### src/rtl/serial_comparator_pkg.sv
// Shared encodings for the serial comparator family.
// States and decisions used by bit-serial compare blocks.
package serial_comparator_pkg;

  typedef enum logic [1:0] {
    ST_IDLE  = 2'd0,
    ST_SHIFT = 2'd1,
    ST_DONE  = 2'd2
  } state_e;

  typedef enum logic [1:0] {
    DEC_UNDEC = 2'd0,
    DEC_A_GT  = 2'd1,
    DEC_B_GT  = 2'd2
  } dec_e;

  function automatic dec_e next_dec(
    input dec_e d,
    input logic a,
    input logic b
  );
    if (d == DEC_UNDEC && a != b)
      return a ? DEC_A_GT : DEC_B_GT;
    return d;
  endfunction

endpackage

### src/rtl/serial_comparator_if.sv
// Control, bit stream and result bundle
// of the bit-serial comparator.
interface serial_comparator_if;
  logic start;
  logic abort;
  logic bit_valid;
  logic a_bit;
  logic b_bit;
  logic busy;
  logic done;
  logic a_grt;
  logic b_grt;
  logic a_eq_b;

  modport master (
    output start, abort, bit_valid,
    output a_bit, b_bit,
    input  busy, done,
    input  a_grt, b_grt, a_eq_b
  );

  modport slave (
    input  start, abort, bit_valid,
    input  a_bit, b_bit,
    output busy, done,
    output a_grt, b_grt, a_eq_b
  );
endinterface

### src/rtl/serial_comparator.sv
// Bit-serial magnitude comparator, MSB first.
// Result flags are registered and held until the next done.
module serial_comparator
  import serial_comparator_pkg::*;
#(
  parameter int WIDTH = 2
) (
  input  logic clk,
  input  logic rst_n,
  serial_comparator_if.slave bus
);

  localparam int CW = $clog2(WIDTH + 1);
  localparam logic [CW-1:0] LAST = CW'(WIDTH - 1);

  state_e          state_q;
  dec_e            dec_q;
  dec_e            dec_d;
  logic [CW-1:0]   cnt_q;
  logic            busy_q;
  logic            done_q;
  logic            agt_q;
  logic            bgt_q;
  logic            eq_q;

  always_comb begin
    dec_d = next_dec(dec_q, bus.a_bit, bus.b_bit);
  end

  always_ff @(posedge clk or negedge rst_n) begin
    if (!rst_n) begin
      state_q <= ST_IDLE;
      dec_q   <= DEC_UNDEC;
      cnt_q   <= '0;
      busy_q  <= 1'b0;
      done_q  <= 1'b0;
      agt_q   <= 1'b0;
      bgt_q   <= 1'b0;
      eq_q    <= 1'b0;
    end else begin
      done_q <= 1'b0;
      if (bus.abort) begin
        state_q <= ST_IDLE;
        busy_q  <= 1'b0;
      end else begin
        unique case (state_q)
          ST_IDLE: begin
            if (bus.start) begin
              state_q <= ST_SHIFT;
              busy_q  <= 1'b1;
              cnt_q   <= '0;
              dec_q   <= DEC_UNDEC;
            end
          end
          ST_SHIFT: begin
            if (bus.bit_valid) begin
              cnt_q <= cnt_q + 1'b1;
              dec_q <= dec_d;
              // Flags take the decision including the final pair
              if (cnt_q == LAST) begin
                state_q <= ST_DONE;
                busy_q  <= 1'b0;
                done_q  <= 1'b1;
                agt_q   <= (dec_d == DEC_A_GT);
                bgt_q   <= (dec_d == DEC_B_GT);
                eq_q    <= (dec_d == DEC_UNDEC);
              end
            end
          end
          ST_DONE: begin
            if (bus.start) begin
              state_q <= ST_SHIFT;
              busy_q  <= 1'b1;
              cnt_q   <= '0;
              dec_q   <= DEC_UNDEC;
            end else begin
              state_q <= ST_IDLE;
            end
          end
          default: begin
            state_q <= ST_IDLE;
            busy_q  <= 1'b0;
          end
        endcase
      end
    end
  end

  assign bus.busy   = busy_q;
  assign bus.done   = done_q;
  assign bus.a_grt  = agt_q;
  assign bus.b_grt  = bgt_q;
  assign bus.a_eq_b = eq_q;

endmodule

### src/flat_wrapper.sv
// flat-port wrapper written by rule: the top's interface ports become plain ports
module serial_comparator_flat import serial_comparator_pkg::*;
#(
  parameter int WIDTH = 2
)
  (clk, rst_n, bus_start, bus_abort, bus_bit_valid, bus_a_bit, bus_b_bit, bus_busy, bus_done, bus_a_grt, bus_b_grt, bus_a_eq_b);
  serial_comparator_if bus_i ();
  input  logic clk;
  input  logic rst_n;
  input wire logic [$bits(bus_i.start)-1:0] bus_start;
  input wire logic [$bits(bus_i.abort)-1:0] bus_abort;
  input wire logic [$bits(bus_i.bit_valid)-1:0] bus_bit_valid;
  input wire logic [$bits(bus_i.a_bit)-1:0] bus_a_bit;
  input wire logic [$bits(bus_i.b_bit)-1:0] bus_b_bit;
  output wire logic [$bits(bus_i.busy)-1:0] bus_busy;
  output wire logic [$bits(bus_i.done)-1:0] bus_done;
  output wire logic [$bits(bus_i.a_grt)-1:0] bus_a_grt;
  output wire logic [$bits(bus_i.b_grt)-1:0] bus_b_grt;
  output wire logic [$bits(bus_i.a_eq_b)-1:0] bus_a_eq_b;
  assign bus_i.start = bus_start;
  assign bus_i.abort = bus_abort;
  assign bus_i.bit_valid = bus_bit_valid;
  assign bus_i.a_bit = bus_a_bit;
  assign bus_i.b_bit = bus_b_bit;
  assign bus_busy = bus_i.busy;
  assign bus_done = bus_i.done;
  assign bus_a_grt = bus_i.a_grt;
  assign bus_b_grt = bus_i.b_grt;
  assign bus_a_eq_b = bus_i.a_eq_b;
  serial_comparator #(.WIDTH(WIDTH)) u_core (.clk(clk), .rst_n(rst_n), .bus(bus_i));
endmodule
### config.mk
export PLATFORM = sky130hd
export DESIGN_NAME = serial_comparator_flat
export DESIGN_NICKNAME = d
export VERILOG_FILES = /design/src/rtl/serial_comparator_pkg.sv /design/src/rtl/serial_comparator_if.sv /design/src/rtl/serial_comparator.sv /design/src/flat_wrapper.sv
export SDC_FILE = /design/constraint.sdc
export NUM_CORES = 1
export LEC_CHECK = 0
export BUFFER_PORTS_ARGS = -buffer_cell sky130_fd_sc_hd__buf_2
export CORE_AREA = 2 2 39 41
export DETAILED_ROUTE_END_ITERATION = 8
export DIE_AREA = 0 0 41 43
export HOLD_SLACK_MARGIN = 0.02
export PLACE_DENSITY_LB_ADDON = 0.12
export SLEW_MARGIN = 20
export SYNTH_ARGS = -nofsm -noshare
export SYNTH_HDL_FRONTEND = slang
export SYNTH_SLANG_ARGS = --single-unit
export TNS_END_PERCENT = 20
### constraint.sdc
create_clock -name clk -period 1.6 [get_ports clk]
set_input_delay 0.08 -clock clk [delete_from_list [all_inputs] [get_ports clk]]
set_output_delay 0.08 -clock clk [all_outputs]
set_load 0.005 [all_outputs]
==> metrics, run 1 <==
clk buf depth 2; DIE HEIGHT 43 µm; DR WL/cell 12.3 µm; Total Nets Final 74; Core Rows 14; leak pwr ~0.00031 µW; Worst Path Required 1.76 ns; Tightest Pin Transition 0.264 ns; # DRC 0; Num CTS Buffers 3; 1st-iter DRT viols 3; largest vdd supply drop 727 µV; Worst setup SP type register; Clk pin slew, worst setup/hold paths 0.07 ns; total iterations of the first detailed-routing run 4; Mapped Avg Cell Area roughly 11 µm²; synthesized cell area approximately 520 µm²; Mapped Cells 49; Via Count 411; Clock Latency Late Sink 0.27 ns; Clock Skews 0.000721 ns; post_cts resized 0; grt total ovfl 0; Top Ports 12; initial antenna violation count 0; drt via density about 5; final worst path period need 1.31 ns; Final Hold Viols 0; die width 41 µm; die footprint 1760 µm²; Pins Over Slew Limit 0; clock sinks 11; Netlist cell types 21; Yosys reg bits 11; post-synthesis sequential area ratio 52.5%; vias in the first global route 407; first-pass GRT wire length approximately 1700 µm; Max-Slew Margin vs Limit between 80 and 90%; Starting Density 37.9%; YS warnings 0; clk root buf clkbuf_4; H-tree lvl count 1; synthesized net count 57; max_cap viols 0; Synth-to-Final Area Change 21.2%; TNS Setup 0 ns; fill count roughly 140; Tot GR Track Use between 10 and 15%; largest net degree at the start of global routing 12; hold slack final roughly 0.043 ns; Placer Congestion 0.609; Power Dens Cells 1210 nW/µm²; worst hold path class input pin to register; most frequent cells in the layout buf_2 (11), dfrtp_1 (11), inv_1 (6); CTS tree yes; largest fanout on the critical path 6; Setup Viol. Count Final 0; antenna fix cells 0; RSZ-0062 raised after global routing no; Worst Setup End Kind register; count of input and output buffers 11; crit path kind register to register; Worst Path Arrival around 1.5 ns; Fmax ~0.76 GHz; Final ANT Viol Nets 0; status complete, no violations; final WL 1000 µm; core area 1380 µm²; dpl hpwl 760 µm; Tcrit/Tclk final 82.1%; fraction of layout cells with a size suffix above 1 27.7%
## path summary, 6_finish.rpt
check / endpoint / depth (start not counted) / slack [ns] / start
min in group asynchronous: u_core.cnt_q[1] / 2 / 0.21 / rst_n
worst max-delay path: u_core.bus.a_eq_b / 3 / 0.29 / u_core.state_q[0]
max in group asynchronous: u_core.bus.busy / 2 / 1.19 / rst_n
worst min register to register: u_core.cnt_q[1] / 2 / 0.52 / u_core.cnt_q[1]
worst max register to register: u_core.bus.a_eq_b / 3 / 0.29 / u_core.state_q[0]
worst min-delay path: u_core.bus.busy / 2 / 0.04 / bus_abort
## cell usage after synthesis (all sizes together)
cell type,instances,area share (%)
o2111ai,2,3.3
nor4,1,1.2
a31oi,2,2.4
dfrtp,11,53
and4bb,1,3.1
nor2b,2,2.4
a21oi,2,1.9
mux2,2,5.0
a22o,1,1.7
ha,1,2.4
mux2i,2,3.8
and2,2,3.1
nand2,2,1.4
nand2b,1,1.2
o21bai,1,1.4
o21ai,4,3.8
inv,6,4.3
nor3b,1,1.4
nor2,5,3.6
## repair_timing
action	4_1_cts	5_1_grt
hold buffers	1	0
buffers inserted	0	0
endpoints found under the hold margin	11	0
setup endpoints to repair	0	0
## through the flow
stage	cells	power, µW	instance area, µm²	setup slack [ns]	utilization (%)
global placement	76	581	599	0.315	43.3
global route	81	827	636	0.232	45.9
detailed placement	76	584	599	0.298	43.3
CTS	81	781	636	0.280	45.9
floorplan	49	497	524	0.358	-
finish	81	772	636	0.287	45.9
## flip-flops by register name (all words and copies together) (netlist names)
name / cells
u_core.bus.a_eq_b: 1
u_core.bus.a_grt: 1
u_core.bus.b_grt: 1
u_core.bus.busy: 1
u_core.bus.done: 1
u_core.cnt_q: 2
u_core.dec_q: 2
u_core.state_q: 2
## cells by family (layout without fill, tap and decap cells)
logic type | count (synthesis) | after routing | share of synthesized area, %
compound gates | 12 | 12 | 14.6
fa+ha+maj | 1 | 1 | 2.39
buf+inv | 6 | 22 | 4.30
flops | 11 | 11 | 52.5
mux | 4 | 4 | 8.83
simple gates | 15 | 15 | 17.4
## critical path, stage by stage (launching register included)
cell and delay, ns:
dfrtp_1 0.43, and4bb_4 0.30, and2_4 0.17, mux2_4 0.30
## metal layers
metal	up-vias	routed length, µm	GRT usage (%)
li1	204	-	-
met1	195	442	17.2
met2	12	495	21.9
met3	0	62	6.28
met4	0	0	6.00
met5	-	0	0
## cell type report
type,count,area (µm²),share of cell area [%]
inverter,6,22.5,3.54
timing repair buffer,12,65.1,10.2
clock buffer,4,26.3,4.13
multi-input combinational,32,226,35.6
tap,16,20.0,3.15
sequential,11,275,43.3
## report_power, final
| part | leakage (µW) | switching (µW) | total, µW | internal (µW) |
|---|---|---|---|---|
| logic | 0.000152 | 94.9 | 197 | 102 |
| clock network | 0.0000150 | 95.5 | 192 | 96.5 |
| registers | 0.000143 | 42.6 | 383 | 340 |
Note: power is estimated with default switching activity, not from simulation.
==> run 2, diff against run 1 <==
--- a/config.mk
+++ b/config.mk
@@ -5,6 +5,7 @@
 export SDC_FILE = /design/constraint.sdc
 export NUM_CORES = 1
 export LEC_CHECK = 0
+export ABC_AREA = 1
 export BUFFER_PORTS_ARGS = -buffer_cell sky130_fd_sc_hd__buf_2
 export CORE_AREA = 2 2 39 41
 export DETAILED_ROUTE_END_ITERATION = 8
==> constraint.sdc (replaced) <==
create_clock -name clk -period 1.2 [get_ports clk]
set_input_delay 0.06 -clock clk [delete_from_list [all_inputs] [get_ports clk]]
set_output_delay 0.06 -clock clk [all_outputs]
set_load 0.005 [all_outputs]
==> metrics, run 2 <==
final WL 1040 µm; fill count 148; initial antenna violation count 0; top cells by area, synth dfrtp_1 (48%), nand2_1 (15%), inv_1 (5.2%), nand3_1 (4.3%), o21ai_1 (4.3%); register area 275 µm²; Netlist cell types 17; Worst Path Required approximately 1.4 ns; crit path kind register to register; EDFF count, synth 0; Fmax 0.909 GHz; first-pass GRT wire length 1840 µm; Max-Slew Margin vs Limit 78.4%; Core Rows 14; vias in the first global route 438; Starting Density about two fifths; worst hold path class input pin to register; delay-heaviest family, CP flip-flops; post-layout util about half; post_cts resized 0; Num CTS Buffers 3; Power Dens Cells 1480 nW/µm²; Clock Skews about 0.0047 ns; dpl hpwl 820 µm; total iterations of the first detailed-routing run 4; status complete, no violations; Yosys top cell area share 47.5%; synthesized cell area 579 µm²; leak pwr 0.000399 µW; YS warnings 0; antenna fix cells 0; Mapped Avg Cell Area 8.05 µm²; Tot GR Track Use 16.5%; Tightest Pin Transition 0.324 ns; Worst path slowest cell dfrtp_1; Yosys reg bits 11; # DRC 0; Setup Viol. Count Final 0; fraction of layout cells with a size suffix above 1 ~28%; Via Count between 400 and 500; Worst Path Arrival between 1 and 1.5 ns; die width 41 µm; Worst setup SP type register; Post-synth ARST share between 90% and 100%; post-route cell area ~680 µm²; depth of the most critical reg-to-reg path 7; die footprint 1760 µm²; cells along the critical path ha_1 > nand2_1 > inv_2 > nand2_4 > inv_2 > nand3_1 > nand2_1; clk buf depth 2; grt total ovfl 0; clock sinks 11; TNS Setup 0 ns; Worst Setup End Kind register; max_cap viols 0; Cell Area, Placed 643 µm²; Synth-to-Final Area Change 17.3%; DR WL/cell between 10 and 15 µm; Top Ports 12; Placer Congestion 0.671; count of input and output buffers 11; Power, Total just over 1000 µW; final worst path period need ~1.1 ns; CP Depth 7; synthesized net count 80; Clk pin slew, worst setup/hold paths about 0.070 ns; drt via density 4.61; Final ANT Viol Nets 0; commonest non-fill, non-tap cell in the layout nand2_1; Total Nets Final 96; Synth area leader dfrtp_1; Synth Flop Type dfrtp_1; worst hold stages 3; top-count cell post-synth nand2_1; postcts setup bufs 0; CTS tree yes; number of hold-repair buffers added at the cts stage 1; biggest cell delay along the critical path 0.40 ns; core area between 1000 and 1500 µm²; Tcrit/Tclk final 91.6%; RSZ-0062 raised after global routing no; Clock Latency Late Sink 0.26 ns; most frequent cells in the layout nand2_1 (23), buf_2 (11), dfrtp_1 (11); largest registers u_core.cnt_q: 2 flops, u_core.dec_q: 2 flops, u_core.state_q: 2 flops; Post-synth top cells nand2_1 (23), dfrtp_1 (11), inv_1 (8); Mapped Cells 72; multi-input logic area roughly 250 µm²; largest fanout on the critical path 6; worst path bufs/invs 2; largest net degree at the start of global routing 12; Final Hold Viols 0; DIE HEIGHT 43 µm; largest vdd supply drop 816 µV; clk root buf clkbuf_4; 1st-iter DRT viols 3; Pins Over Slew Limit 0; post-synthesis sequential area ratio between 40% and 50%; H-tree lvl count 1
==> run 2: cell count changes after synthesis, moves of 3 or more <==
cell,change
nand2_1,+21
inv_2,+4
o21ai_1,+5
o21ai_0,-3
nand3_1,+5
==> run 2: power breakdown <==
group	switching, µW	internal [µW]
Sequential	53.3	445
Combinational	144	112
Clock	122	128
==> run 2: final cells by class <==
class	count	share of cell area [%]
multi-input cells	48	36.5
well taps	16	2.95
repair buffers	12	9.58
clock buffers	4	3.87
inverters	12	6.63
flip-flops and latches	11	40.5
==> run 2: worst paths after layout <==
path | startpoint | to | slack [ns]
min in group asynchronous | rst_n | u_core.state_q[0] | 0.19
worst min-delay path | bus_start | u_core.state_q[0] | 0.09
worst max-delay path | u_core.cnt_q[0] | u_core.bus.b_grt | 0.10
max in group asynchronous | rst_n | u_core.bus.a_grt | 0.80
worst min register to register | u_core.bus.a_eq_b | u_core.bus.a_eq_b | 0.47
worst max register to register | u_core.cnt_q[0] | u_core.bus.b_grt | 0.10
==> run 2: cell families after synthesis <==
logic type      share of synthesized area (%)
simple gates                             34.3
fa+ha+maj                                2.16
compound gates                           6.26
buf+inv                                  9.72
flops                                    47.5
==> run 2: metrics by stage <==
stage	hold slack [ns]	cells	setup WS, ns
2_1_floorplan	-0.236	72	0.178
5_1_grt	0.0725	103	0.0207
3_5_place_dp	-0.0532	98	0.0973
6_report	0.0865	103	0.100
3_3_place_gp	-0.0538	98	0.100
4_1_cts	0.0744	103	0.103
==> run 2: routing by layer <==
layer | global-route usage, % | part of all wire (%) | routed length, µm | vias up
met1 | 21.6 | 49 | 510 | 209
met5 | 0 | 0 | 0 | -
met2 | 21.3 | 45 | 471 | 7
li1 | - | - | - | 257
met4 | 12.0 | 0.97 | 10 | 0
met3 | 6.28 | 4.1 | 42 | 2
==> run 2: worst min-delay path, delay by kind of cell <==
kind | cells | cell delay, ns
buffers and inverters | 1 | 0.10
and+or+nand+nor | 1 | 0.08
AOI/OAI and AO/OA | 1 | 0.07
==> run 3, diff against run 2 <==
--- a/config.mk
+++ b/config.mk
@@ -5,7 +5,6 @@
 export SDC_FILE = /design/constraint.sdc
 export NUM_CORES = 1
 export LEC_CHECK = 0
-export ABC_AREA = 1
 export BUFFER_PORTS_ARGS = -buffer_cell sky130_fd_sc_hd__buf_2
 export CORE_AREA = 2 2 39 41
 export DETAILED_ROUTE_END_ITERATION = 8
==> metrics, run 3 (synthesis results as in run 1) <==
TNS Setup -0.0292 ns; Fmax 0.814 GHz; fraction of layout cells with a size suffix above 1 approximately a third; Pint 748 µW; Clock Skews 0.000460 ns; Hold Startpoint bus_abort; switching share of power between 20 and 30%; Num CTS Buffers 3; Clock Latency Late Sink about 0.26 ns; Pins Over Slew Limit 0; hold worst-path end u_core.bus.busy; RR Endpoint u_core.bus.a_eq_b; Clk pwr share 23.5%; grt total ovfl 0; Layout Cells excl Fill 87; DIE HEIGHT 43 µm; Clk pin slew, worst setup/hold paths roughly 0.070 ns; antenna fix cells 0; H-tree lvl count 1; Tot GR Track Use around 15%; Post-Place Cells 82; worst hold stages 3; final WL ~1100 µm; logic gate share of total power between 20% and 30%; vias in the first global route about 400; Max-Slew Margin vs Limit 80.4%; Via Count between 400 and 500; post-route cell area 683 µm²; clk buf depth 2; die width 41 µm; worst hold path class input pin to register; Total Nets Final 80; largest net degree at the start of global routing 12; max_cap viols 0; pre-CTS setup slack -0.0228 ns; Worst Path Arrival 1.38 ns; Final Hold Viols 0; Worst Setup End Kind register; depth of the most critical reg-to-reg path 3; 1st-iter DRT viols 2; Reg2Reg Setup Slack -0.03 ns; Worst setup SP type register; Tightest Pin Transition slightly below 0.3 ns; core area between 1000 and 1500 µm²; Cell Area, Placed 644 µm²; Starting Density 37.9%; largest fanout on the critical path 3; # DRC 0; Power Dens Cells 1550 nW/µm²; leak pwr between 0.0003 and 0.0004 µW; Setup Viol. Count Final 1; largest vdd supply drop 780 µV; crit path kind register to register; largest registers u_core.cnt_q: 2 flops, u_core.dec_q: 2 flops, u_core.state_q: 2 flops; final worst path period need around 1.2 ns; Tcrit/Tclk final 102%; dpl hpwl 793 µm; first-pass GRT wire length 1720 µm; RSZ-0062 raised after global routing yes; clock sinks 11; CTS tree yes; Worst Path Required approximately 1.4 ns; failing checks setup timing; total iterations of the first detailed-routing run 2; NetSw just over 300 µW; FF-to-FF Start u_core.state_q[1]; Flop pwr share a little under half; Final ANT Viol Nets 0; clk root buf clkbuf_4; Placer Congestion 0.632; hold slack final 0.0908 ns; Core Rows 14; die footprint ~1800 µm²; Synth-to-Final Area Change 30.3%; drt via density 4.90; fin worst setup slack -0.0292 ns; DR WL/cell about 12 µm; initial antenna violation count 0; count of input and output buffers 11; most frequent cells in the layout buf_2 (11), dfrtp_1 (11), inv_1 (6), buf_4 (6), nor2_1 (5); status complete, but fails checks; Top Ports 12
-- run 3: through the flow --
stage,total power [µW],utilization (%)
5_1_grt,1150,49.4
3_5_place_dp,801,46.6
3_3_place_gp,799,46.6
4_1_cts,1060,49.2
2_1_floorplan,663,-
6_report,1060,49.4
-- run 3: power groups by stage --
stage | combinational, µW | clock (µW) | sequential [µW]
2_1_floorplan | 148 | 0 | 515
3_3_place_gp | 289 | 0 | 510
3_5_place_dp | 292 | 0 | 509
4_1_cts | 296 | 259 | 503
5_1_grt | 354 | 282 | 514
6_report | 304 | 248 | 505
-- run 3: repair_timing --
item / 4_1_cts / 5_1_grt
gates resized for setup: 0 / 2
hold buffers: 1 / 0
endpoints found under the hold margin: 11 / 0
gates cloned: 0 / 0
endpoints found under the setup margin: 1 / 5
setup buffers: 0 / 0
-- run 3: cell type report --
class | count | area (µm²)
multi-input combinational | 32 | 229
clock buffer | 4 | 26.3
inverter | 6 | 22.5
fill | 137 | 701
tap | 16 | 20.0
timing repair buffer | 18 | 110
sequential | 11 | 275
-- run 3: worst max-delay path by stage --
stage / start / end / slack [ns] / depth (start not counted)
6_report: u_core.state_q[1] / u_core.bus.a_eq_b / -0.03 / 3
5_1_grt: u_core.cnt_q[1] / u_core.bus.a_eq_b / -0.08 / 4
2_1_floorplan: u_core.state_q[1] / u_core.bus.a_eq_b / -0.04 / 3
3_3_place_gp: u_core.state_q[1] / u_core.bus.a_eq_b / -0.006 / 3
4_1_cts: u_core.state_q[1] / u_core.bus.a_eq_b / -0.03 / 3
3_5_place_dp: u_core.state_q[1] / u_core.bus.a_eq_b / -0.02 / 3
-- run 3: layer usage --
metal,vias to the layer above,track usage (%),share of wire (%)
li1,216,-,-
met5,-,0,0
met3,2,4.71,4.5
met1,198,20.2,46
met2,10,21.3,49
met4,0,6.00,0.76
-- run 3: worst max-delay path, cell delays in order (launching register included) --
cell,delay [ns]
dfrtp_1,0.38
and4bb_4,0.30
and2_4,0.15
mux2_4,0.28
